<file path="src/rtl/video_stream_tx.sv">
// Frame-timed pixel transmitter: pulls pixels from a valid/ready source into a vsync/href raster.
// Optional build macro VIDEO_TX_TEST_PATTERN_EN adds a test_mode input driving an XOR test pattern.
module video_stream_tx #(
    parameter logic [10:0] IMG_HDISP  = 11'd640,
    parameter logic [10:0] IMG_VDISP  = 11'd480,
    parameter logic [10:0] H_BLANK    = 11'd160,
    parameter logic [10:0] V_LOW      = 11'd2,
    parameter logic [10:0] V_PRE      = 11'd20,
    parameter logic [10:0] V_POST     = 11'd20,
    parameter int          DATA_WIDTH = 8
) (
    input  logic                  clk,
    input  logic                  rst,
`ifdef VIDEO_TX_TEST_PATTERN_EN
    input  logic                  test_mode,
`endif
    input  logic                  enable,
    input  logic [DATA_WIDTH-1:0] src_data,
    input  logic                  src_valid,
    output logic                  src_ready,
    output logic                  post_frame_vsync,
    output logic                  post_frame_href,
    output logic [DATA_WIDTH-1:0] post_img_data,
    output logic                  frame_done,
    output logic                  underflow
);

    typedef enum logic [2:0] {IDLE, VLOW, PRE, ACTIVE, POST} state_e;

    localparam logic [10:0] COL_LAST = H_BLANK + IMG_HDISP - 11'd1;

    function automatic logic [10:0] lines_of(input state_e s);
        case (s)
            VLOW:    lines_of = V_LOW;
            PRE:     lines_of = V_PRE;
            ACTIVE:  lines_of = IMG_VDISP;
            POST:    lines_of = V_POST;
            default: lines_of = 11'd0;
        endcase
    endfunction

    // First region at or after s (in frame order) that has a nonzero line count; IDLE if none.
    function automatic state_e first_from(input state_e s);
        state_e r;
        r = IDLE;
        if (s == VLOW && V_LOW != 11'd0)
            r = VLOW;
        else if ((s == VLOW || s == PRE) && V_PRE != 11'd0)
            r = PRE;
        else if (s != POST && s != IDLE && IMG_VDISP != 11'd0)
            r = ACTIVE;
        else if (s != IDLE && V_POST != 11'd0)
            r = POST;
        return r;
    endfunction

    function automatic state_e succ(input state_e s);
        case (s)
            VLOW:    succ = first_from(PRE);
            PRE:     succ = first_from(ACTIVE);
            ACTIVE:  succ = first_from(POST);
            default: succ = IDLE;
        endcase
    endfunction

    state_e                  state_q, state_d;
    logic [10:0]             col_q, col_d;
    logic [10:0]             line_q, line_d;
    logic                    vsync_q, href_q, done_q, uf_q;
    logic [DATA_WIDTH-1:0]   data_q;

    logic                    last_col_c, last_state_c, frame_end_c;
    logic                    act_win_c, ready_c;
    logic [DATA_WIDTH-1:0]   pix_c;

    assign last_col_c   = (col_q == COL_LAST);
    assign last_state_c = (state_q != IDLE) && last_col_c &&
                          (line_q == lines_of(state_q) - 11'd1);
    assign frame_end_c  = last_state_c && (succ(state_q) == IDLE);
    assign act_win_c    = (state_q == ACTIVE) && (col_q >= H_BLANK);

`ifdef VIDEO_TX_TEST_PATTERN_EN
    logic [10:0] pattern_c;
    assign pattern_c = (col_q - H_BLANK) ^ line_q;
    assign ready_c   = act_win_c && !test_mode && !rst;
    always_comb begin
        pix_c = '0;
        if (test_mode) begin
            if (act_win_c)
                pix_c = DATA_WIDTH'(pattern_c);
        end else if (ready_c && src_valid) begin
            pix_c = src_data;
        end
    end
`else
    assign ready_c = act_win_c && !rst;
    always_comb begin
        pix_c = '0;
        if (ready_c && src_valid)
            pix_c = src_data;
    end
`endif

    assign src_ready = ready_c;

    // Counters restart at every region entry; enable only matters in IDLE and at frame end.
    always_comb begin
        state_d = state_q;
        col_d   = 11'd0;
        line_d  = 11'd0;
        if (state_q == IDLE) begin
            if (enable)
                state_d = first_from(VLOW);
        end else if (last_state_c) begin
            if (frame_end_c)
                state_d = enable ? first_from(VLOW) : IDLE;
            else
                state_d = succ(state_q);
        end else if (last_col_c) begin
            line_d = line_q + 11'd1;
        end else begin
            col_d  = col_q + 11'd1;
            line_d = line_q;
        end
    end

    always_ff @(posedge clk) begin
        if (rst) begin
            state_q <= IDLE;
            col_q   <= 11'd0;
            line_q  <= 11'd0;
            vsync_q <= 1'b0;
            href_q  <= 1'b0;
            data_q  <= '0;
            done_q  <= 1'b0;
            uf_q    <= 1'b0;
        end else begin
            state_q <= state_d;
            col_q   <= col_d;
            line_q  <= line_d;
            vsync_q <= (state_q == PRE) || (state_q == ACTIVE) || (state_q == POST);
            href_q  <= act_win_c;
            data_q  <= pix_c;
            done_q  <= frame_end_c;
            uf_q    <= uf_q | (ready_c & ~src_valid);
        end
    end

    assign post_frame_vsync = vsync_q;
    assign post_frame_href  = href_q;
    assign post_img_data    = data_q;
    assign frame_done       = done_q;
    assign underflow        = uf_q;

endmodule

</file>
<file path="config.mk">
export PLATFORM = sky130hd
export DESIGN_NAME = video_stream_tx
export DESIGN_NICKNAME = d
export VERILOG_FILES = /design/src/rtl/video_stream_tx.sv
export SDC_FILE = /design/constraint.sdc
export NUM_CORES = 1
export LEC_CHECK = 0
export BUFFER_PORTS_ARGS = -buffer_cell sky130_fd_sc_hd__buf_2
export CELL_PAD_IN_SITES_DETAIL_PLACEMENT = 0
export CELL_PAD_IN_SITES_GLOBAL_PLACEMENT = 2
export CORE_UTILIZATION = 32
export CTS_BUF_LIST = sky130_fd_sc_hd__clkbuf_8
export CTS_CLUSTER_SIZE = 14
export DETAILED_ROUTE_END_ITERATION = 16
export PLACE_DENSITY = 0.84
export REMOVE_ABC_BUFFERS = 1
export SYNTH_ARGS = -nofsm -noshare
export SYNTH_HDL_FRONTEND = slang
export SYNTH_SLANG_ARGS = --single-unit
</file>
<file path="constraint.sdc">
create_clock -name clk -period 2.7 [get_ports clk]
set_input_delay 0.135 -clock clk [delete_from_list [all_inputs] [get_ports clk]]
set_output_delay 0.135 -clock clk [all_outputs]
set_load 0.05 [all_outputs]
</file>
======== Yosys cells after proc, flatten, opt, wreduce, memory -nomap -nowiden ========
Index checks and enable logic that the tools add are counted.
storage, ports and cells
  ROM bits ................................ 0
  input bits .............................. 12
  logic and storage cells ................. 48
  output and inout port bits .............. 13
  RAM bits ................................ 0
  memories ................................ 0
  bits in registers ....................... 37
  bits in latches ......................... 0
operators by class
  bitwise gates (word level) .............. 4
  div/mod/pow operators ................... 0
  $mul .................................... 0
  muxes and demuxes ....................... 7
  reduce and logical (&&, ||, !) cells .... 18
  $add $sub $neg .......................... 3
  order comparisons ....................... 1
  equality and inequality tests ........... 7
  shift-type cells ........................ 0
operator list
  kind                                                   count
  one-hot mux 9 bit (3 select lines)                     1
  adder 11 x 1 -> 11 bit, second input constant          2
  2-to-1 mux 3 bit                                       4
  equality test 11 x 10 -> 1 bit, second input constant  1
  equality test 11 bit                                   1
  >= comparator 11 x 8 -> 1 bit, second input constant   1
  subtractor 11 x 1 -> 11 bit, second input constant     1
  one-hot mux 3 bit (3 select lines)                     1
  equality test 3 x 2 -> 1 bit, second input constant    2
  logical AND 1 bit                                      6
  zero test 3 bit                                        2
  OR reduction 2 bit                                     2
  OR reduction 4 bit                                     1
  equality test 3 x 1 -> 1 bit, second input constant    1
  equality test 3 bit, second input constant             1
  nonzero test 3 bit                                     1
  OR reduction 3 bit                                     1
  logical OR 1 bit                                       2
  != test 2 bit, second input constant                   1
  inverter 1 bit                                         2
  AND reduction 2 bit                                    1
  nonzero test 2 bit                                     1
  AND 1 bit                                              1
  zero test 1 bit                                        1
  2 further kinds                                        2

======== Logic depth before layout (Yosys ltp) ========
  depth in word-level cells ............... 10
  gate-level depth with buffers ........... 11
  mapped depth without buffers ............ 9

======== Worst setup path before layout ========
OpenSTA, ideal clock, no wires.
  kind .................................... reg-to-reg
  start ................................... register state_q[1]
  end ..................................... register data_q[0] (netlist: post_img_data[0])
  stages on the path, launching flop included .. 6
  setup slack ............................. -88 ps
  period minus slack after synthesis ...... 2788 ps
  library setup time ...................... 67 ps
  arrival ................................. 2721 ps
  path buffers ............................ 1
  data required time ...................... 2633 ps
  cell sequence ........................... dfxtp_1 buf_1 and3b_1 inv_1 a211oi_1 and3_1
on the way
  cells in the longest elaborated chain, start to end .. 6
RTL lines
  element                              RTL line  text
  start: declaration                   66        state_e state_q, state_d;
  start signal: assignment             138       state_q <= state_d;
  equality test 3 x 2 -> 1 bit         80        assign act_win_c = (state_q == ACTIVE) && (col_q >= H_BLANK);
  logical AND 1 bit                    80
  logical AND 1 bit                    96        assign ready_c = act_win_c && !rst;
  via src_ready                        20        output logic src_ready,
  logical AND 1 bit                    99        if (ready_c && src_valid)
  inverter 1 bit (no source line)      -
  OR reduction 2 bit (no source line)  -
  end signal: assignment               143       data_q <= pix_c;
  end: declaration                     70        logic [DATA_WIDTH-1:0] data_q;
The timed path passes the listed nets, and every way through them passes these cells.
A chain may end at the register's enable or synchronous reset.

======== Final worst setup path ========
  start ................................... register state_q[1]
  end ..................................... register state_q[2]
on the way
  cells in the longest elaborated chain, start to end .. 10
  elaborated cells on any way between the ends .. 21
  classes of those cells .................. 1 x add/sub; 6 x eq/ne; 5 x mux; 9 x reduce/logical
RTL lines
  element                                                                     RTL line  text
  equality test 3 x 2 -> 1 bit / equality test 3 bit (equally long branches)  33, 58
  OR reduction 2 bit (no source line)                                         -
  one-hot mux 9 bit (3 select lines)                                          33        case (s)
  subtractor 11 x 1 -> 11 bit                                                 78        (line_q == lines_of(state_q) - 11'd1);
  equality test 11 bit                                                        78
  logical AND 1 bit                                                           77        assign last_state_c = (state_q != IDLE) && last_col_c &&
  logical AND 1 bit                                                           79        assign frame_end_c = last_state_c && (succ(state_q) == IDLE);
  2-to-1 mux 3 bit                                                            115       if (frame_end_c)
  2-to-1 mux 3 bit                                                            114       end else if (last_state_c) begin
  2-to-1 mux 3 bit                                                            111       if (state_q == IDLE) begin
Several ways; a longest one is shown, not always the timed one. The select of a mux whose other input is x is not followed.

==> results_dict.tcl <==
set metrics [dict create \
    final_cell_area_sq_mm 0.00217 \
    timing.final.setup_violations 0 \
    ys_top_cells_by_count "sky130_fd_sc_hd__dfxtp_1 (37), sky130_fd_sc_hd__nor2_1 (25), sky130_fd_sc_hd__xor2_1 (19)" \
    timing.fmax_mhz 403 \
    min_path_type "in2reg" \
    drive_above_1_share_pct 22.9 \
    run_status "completed" \
    initial_core_util_pct 33.0 \
    nNetsFinal 254 \
    ys_seq_elements 37 \
    ant_nets 0 \
    timing.critical_path.arrival_ps 2650 \
    yosys.cell_count.top_type "sky130_fd_sc_hd__dfxtp_1" \
    placedInstanceArea_sq_mm 0.00205 \
    count_of_flip_flops_with_a_built_in_enable_after_synthesis 0 \
    postSynth.asyncResetShare_pct 0 \
    wl_met3_microns 138 \
    regArea_sq_um 743 \
    routed-wl-met2_microns 1570 \
    antenna_found_initial 0 \
    place.port_buffers 24 \
    finalCriticalPeriod_ps 2480 \
    hold_viol_final 0 \
    fillCellCount 578 \
    setup-tns-final_ps 0 \
    cts_made_buffers 5 \
    worst_ir_drop_vdd_v 0.000207 \
    min_period_over_period_pct 92.0 \
    diodes 0 \
    synthCells 202 \
    drtPass1Iterations 4 \
    rsz0062_at_grt "no" \
    skew_ps 6.17 \
    first_global_vias 1404 \
    setup.worst_path.end_class "flip-flop" \
    synthDominantAreaCellType "sky130_fd_sc_hd__dfxtp_1" \
    vias 1484 \
    area_delta_synth_final_pct 20.1 \
    drv_cap 0 \
    synthesis.yosys.warnings 0 \
    globalRouteTotalUtil_pct 13.3 \
    drt_iter0_drc 31 \
    globalplace.congestion 0.786 \
    placement_rows 27 \
    tightestPinTransition_ps 443 \
    worst-endpoint-required_ps 2870 \
    drt_drc_violations_left 0 \
    clk_transition_reported_paths_ps 80 \
    maxUsedRoutingLayer "met4" \
    placement.setup.worst_slack_ps 175 \
    routed_wire_length_per_instance_microns 11.5 \
    sinks_on_the_clock_net 37 \
    post_drt_via_cell_ratio 4.82 \
    die-width_microns 77.2 \
    post_synth_main_area_contributors "sky130_fd_sc_hd__dfxtp_1 (41%), sky130_fd_sc_hd__xor2_1 (9.2%), sky130_fd_sc_hd__nor2_1 (5.2%)" \
    design.core.area_sq_mm 0.00547 \
    ctsHoldBuffers 0 \
    detail_route.wirelength_microns 3540 \
    grt_start_max_net_pins 14 \
    die_footprint_sq_mm 0.00595 \
    grt-ovfl-total 0 \
    hpwl_microns 2630 \
    clockRootBuffer "sky130_fd_sc_hd__clkbuf_8" \
    timing.critical_path.fanout_max 7 \
    setup.worst_path.start_class "flip-flop" \
    maxSlewViolCount 0 \
    postLayoutSetupSlackWorst_ps 216 \
    timing_worst_setup_path_type "reg2reg" \
    max_slew_margin_pct 70.2 \
    postCtsResizedCells 0 \
    netlist-cell-type-count 43 \
    cts_tree "built" \
    seq_total_area_yosys_pct 41.0 \
    io-pin-count 25 \
    avgSynthCellArea_sq_um 8.95 \
    synth-main-ff-cell "sky130_fd_sc_hd__dfxtp_1" \
    max-clock-path-buffers 2 \
    portion_of_synthesized_cell_area_occupied_by_the_leading_cell_type_pct 41.0 \
    power_per_cell_area_mw_per_mm2 520 \
    die_height_microns 77.2 \
    power.static_leakage_nw 0.881 \
    htree_num_levels 2 \
    cts_setup_buffers 0 \
    clock_latency_ps 290 \
    area_occupied_by_multi_input_gates_sq_mm 0.00100 \
    wirelength_met1_microns 1770 \
    grt_pass1_wl_microns 6240 \
    post_synthesis_cell_area_sq_mm 0.00181 \
]
==> cell type report <==
cell class              instances  area share, %
clock buffers                   5           3.17
clock inverters                 3           2.02
inverters                       7           1.21
multi-input cells             150           46.3
flip-flops and latches         37           34.2
well taps                      72           4.15
repair buffers                 34           8.99
==> worst max-delay path: stages (launching register included) <==
cell	delay, ps
sky130_fd_sc_hd__dfxtp_2	410
sky130_fd_sc_hd__xor2_1	160
sky130_fd_sc_hd__nand2b_1	140
sky130_fd_sc_hd__ha_1	210
sky130_fd_sc_hd__ha_1	280
sky130_fd_sc_hd__xor2_1	140
sky130_fd_sc_hd__nand4_1	170
sky130_fd_sc_hd__or4_4	560
sky130_fd_sc_hd__o31ai_1	210
sky130_fd_sc_hd__a21oi_1	90
==> cells in the final DEF (no fill, tap or decap), types with 2 or more instances in the layout <==
master                     count
sky130_fd_sc_hd__dfxtp_1      35
sky130_fd_sc_hd__nor2_1       25
sky130_fd_sc_hd__buf_2        24
sky130_fd_sc_hd__xor2_1       19
sky130_fd_sc_hd__and3_1       12
sky130_fd_sc_hd__nand4_1      10
sky130_fd_sc_hd__nand3_1      10
sky130_fd_sc_hd__buf_4        10
sky130_fd_sc_hd__nand2_1       8
sky130_fd_sc_hd__inv_1         7
sky130_fd_sc_hd__o21ai_0       7
sky130_fd_sc_hd__a21oi_1       7
sky130_fd_sc_hd__ha_1          7
sky130_fd_sc_hd__xnor2_1       5
sky130_fd_sc_hd__clkbuf_8      5
sky130_fd_sc_hd__or3_1         4
sky130_fd_sc_hd__nor3_1        3
sky130_fd_sc_hd__nand2b_1      2
sky130_fd_sc_hd__a211oi_1      2
sky130_fd_sc_hd__or4_4         2
sky130_fd_sc_hd__and2_1        2
sky130_fd_sc_hd__and4_1        2
sky130_fd_sc_hd__nor4_1        2
sky130_fd_sc_hd__nor4_2        2
sky130_fd_sc_hd__a311oi_1      2
sky130_fd_sc_hd__dfxtp_2       2
==> logic make-up after synthesis <==
family                   synth area share [%]
AO/OA/AOI/OAI                            9.55
XOR/XNOR                                 11.6
adder cells (fa/ha/maj)                  4.84
buffers and inverters                    3.74
flip-flops                               41.0
multiplexers                             1.18
AND/OR/NAND/NOR                          28.1
==> routing by layer <==
layer,GRT usage (%),vias up
li1,-,778
met1,15.8,679
met2,21.6,21
met3,4.64,6
met4,5.66,0
met5,0,-
==> state kept, by name, summed over array words and instances, names as in the netlist <==
name / count
post_frame_href: 1
underflow: 1
post_img_data: 8
frame_done: 1
post_frame_vsync: 1
col_q: 11
line_q: 11
state_q: 3
==> report_power, final <==
| group | total (mW) | switching [mW] | internal [mW] |
|---|---|---|---|
| registers | 0.551 | 0.00239 | 0.548 |
| clock network | 0.477 | 0.200 | 0.276 |
| logic | 0.102 | 0.0576 | 0.0449 |
| total | 1.13 | 0.260 | 0.870 |
==> final timing paths <==
kind	startpoint	depth (start not counted)	end	slack, ps
setup / recovery	state_q[1]	9	state_q[2]	220
hold reg to reg	underflow	2	underflow	470
setup reg to reg	state_q[1]	9	state_q[2]	220
hold / removal	src_data[4]	2	post_img_data[4]	70
==> per-stage QoR <==
step / util, % / hold WS [ps] / std cells / power, mW
after global routing: 39.7 / 53.0 / 308 / 1.19
after global placement: 37.5 / 367 / 300 / 0.666
after CTS: 39.6 / 54.9 / 308 / 1.15
after detailed placement: 37.5 / 369 / 300 / 0.665
after floorplan: - / 204 / 194 / 0.625
final: 39.7 / 67.4 / 308 / 1.13
Power figures use the tool's default switching activity.
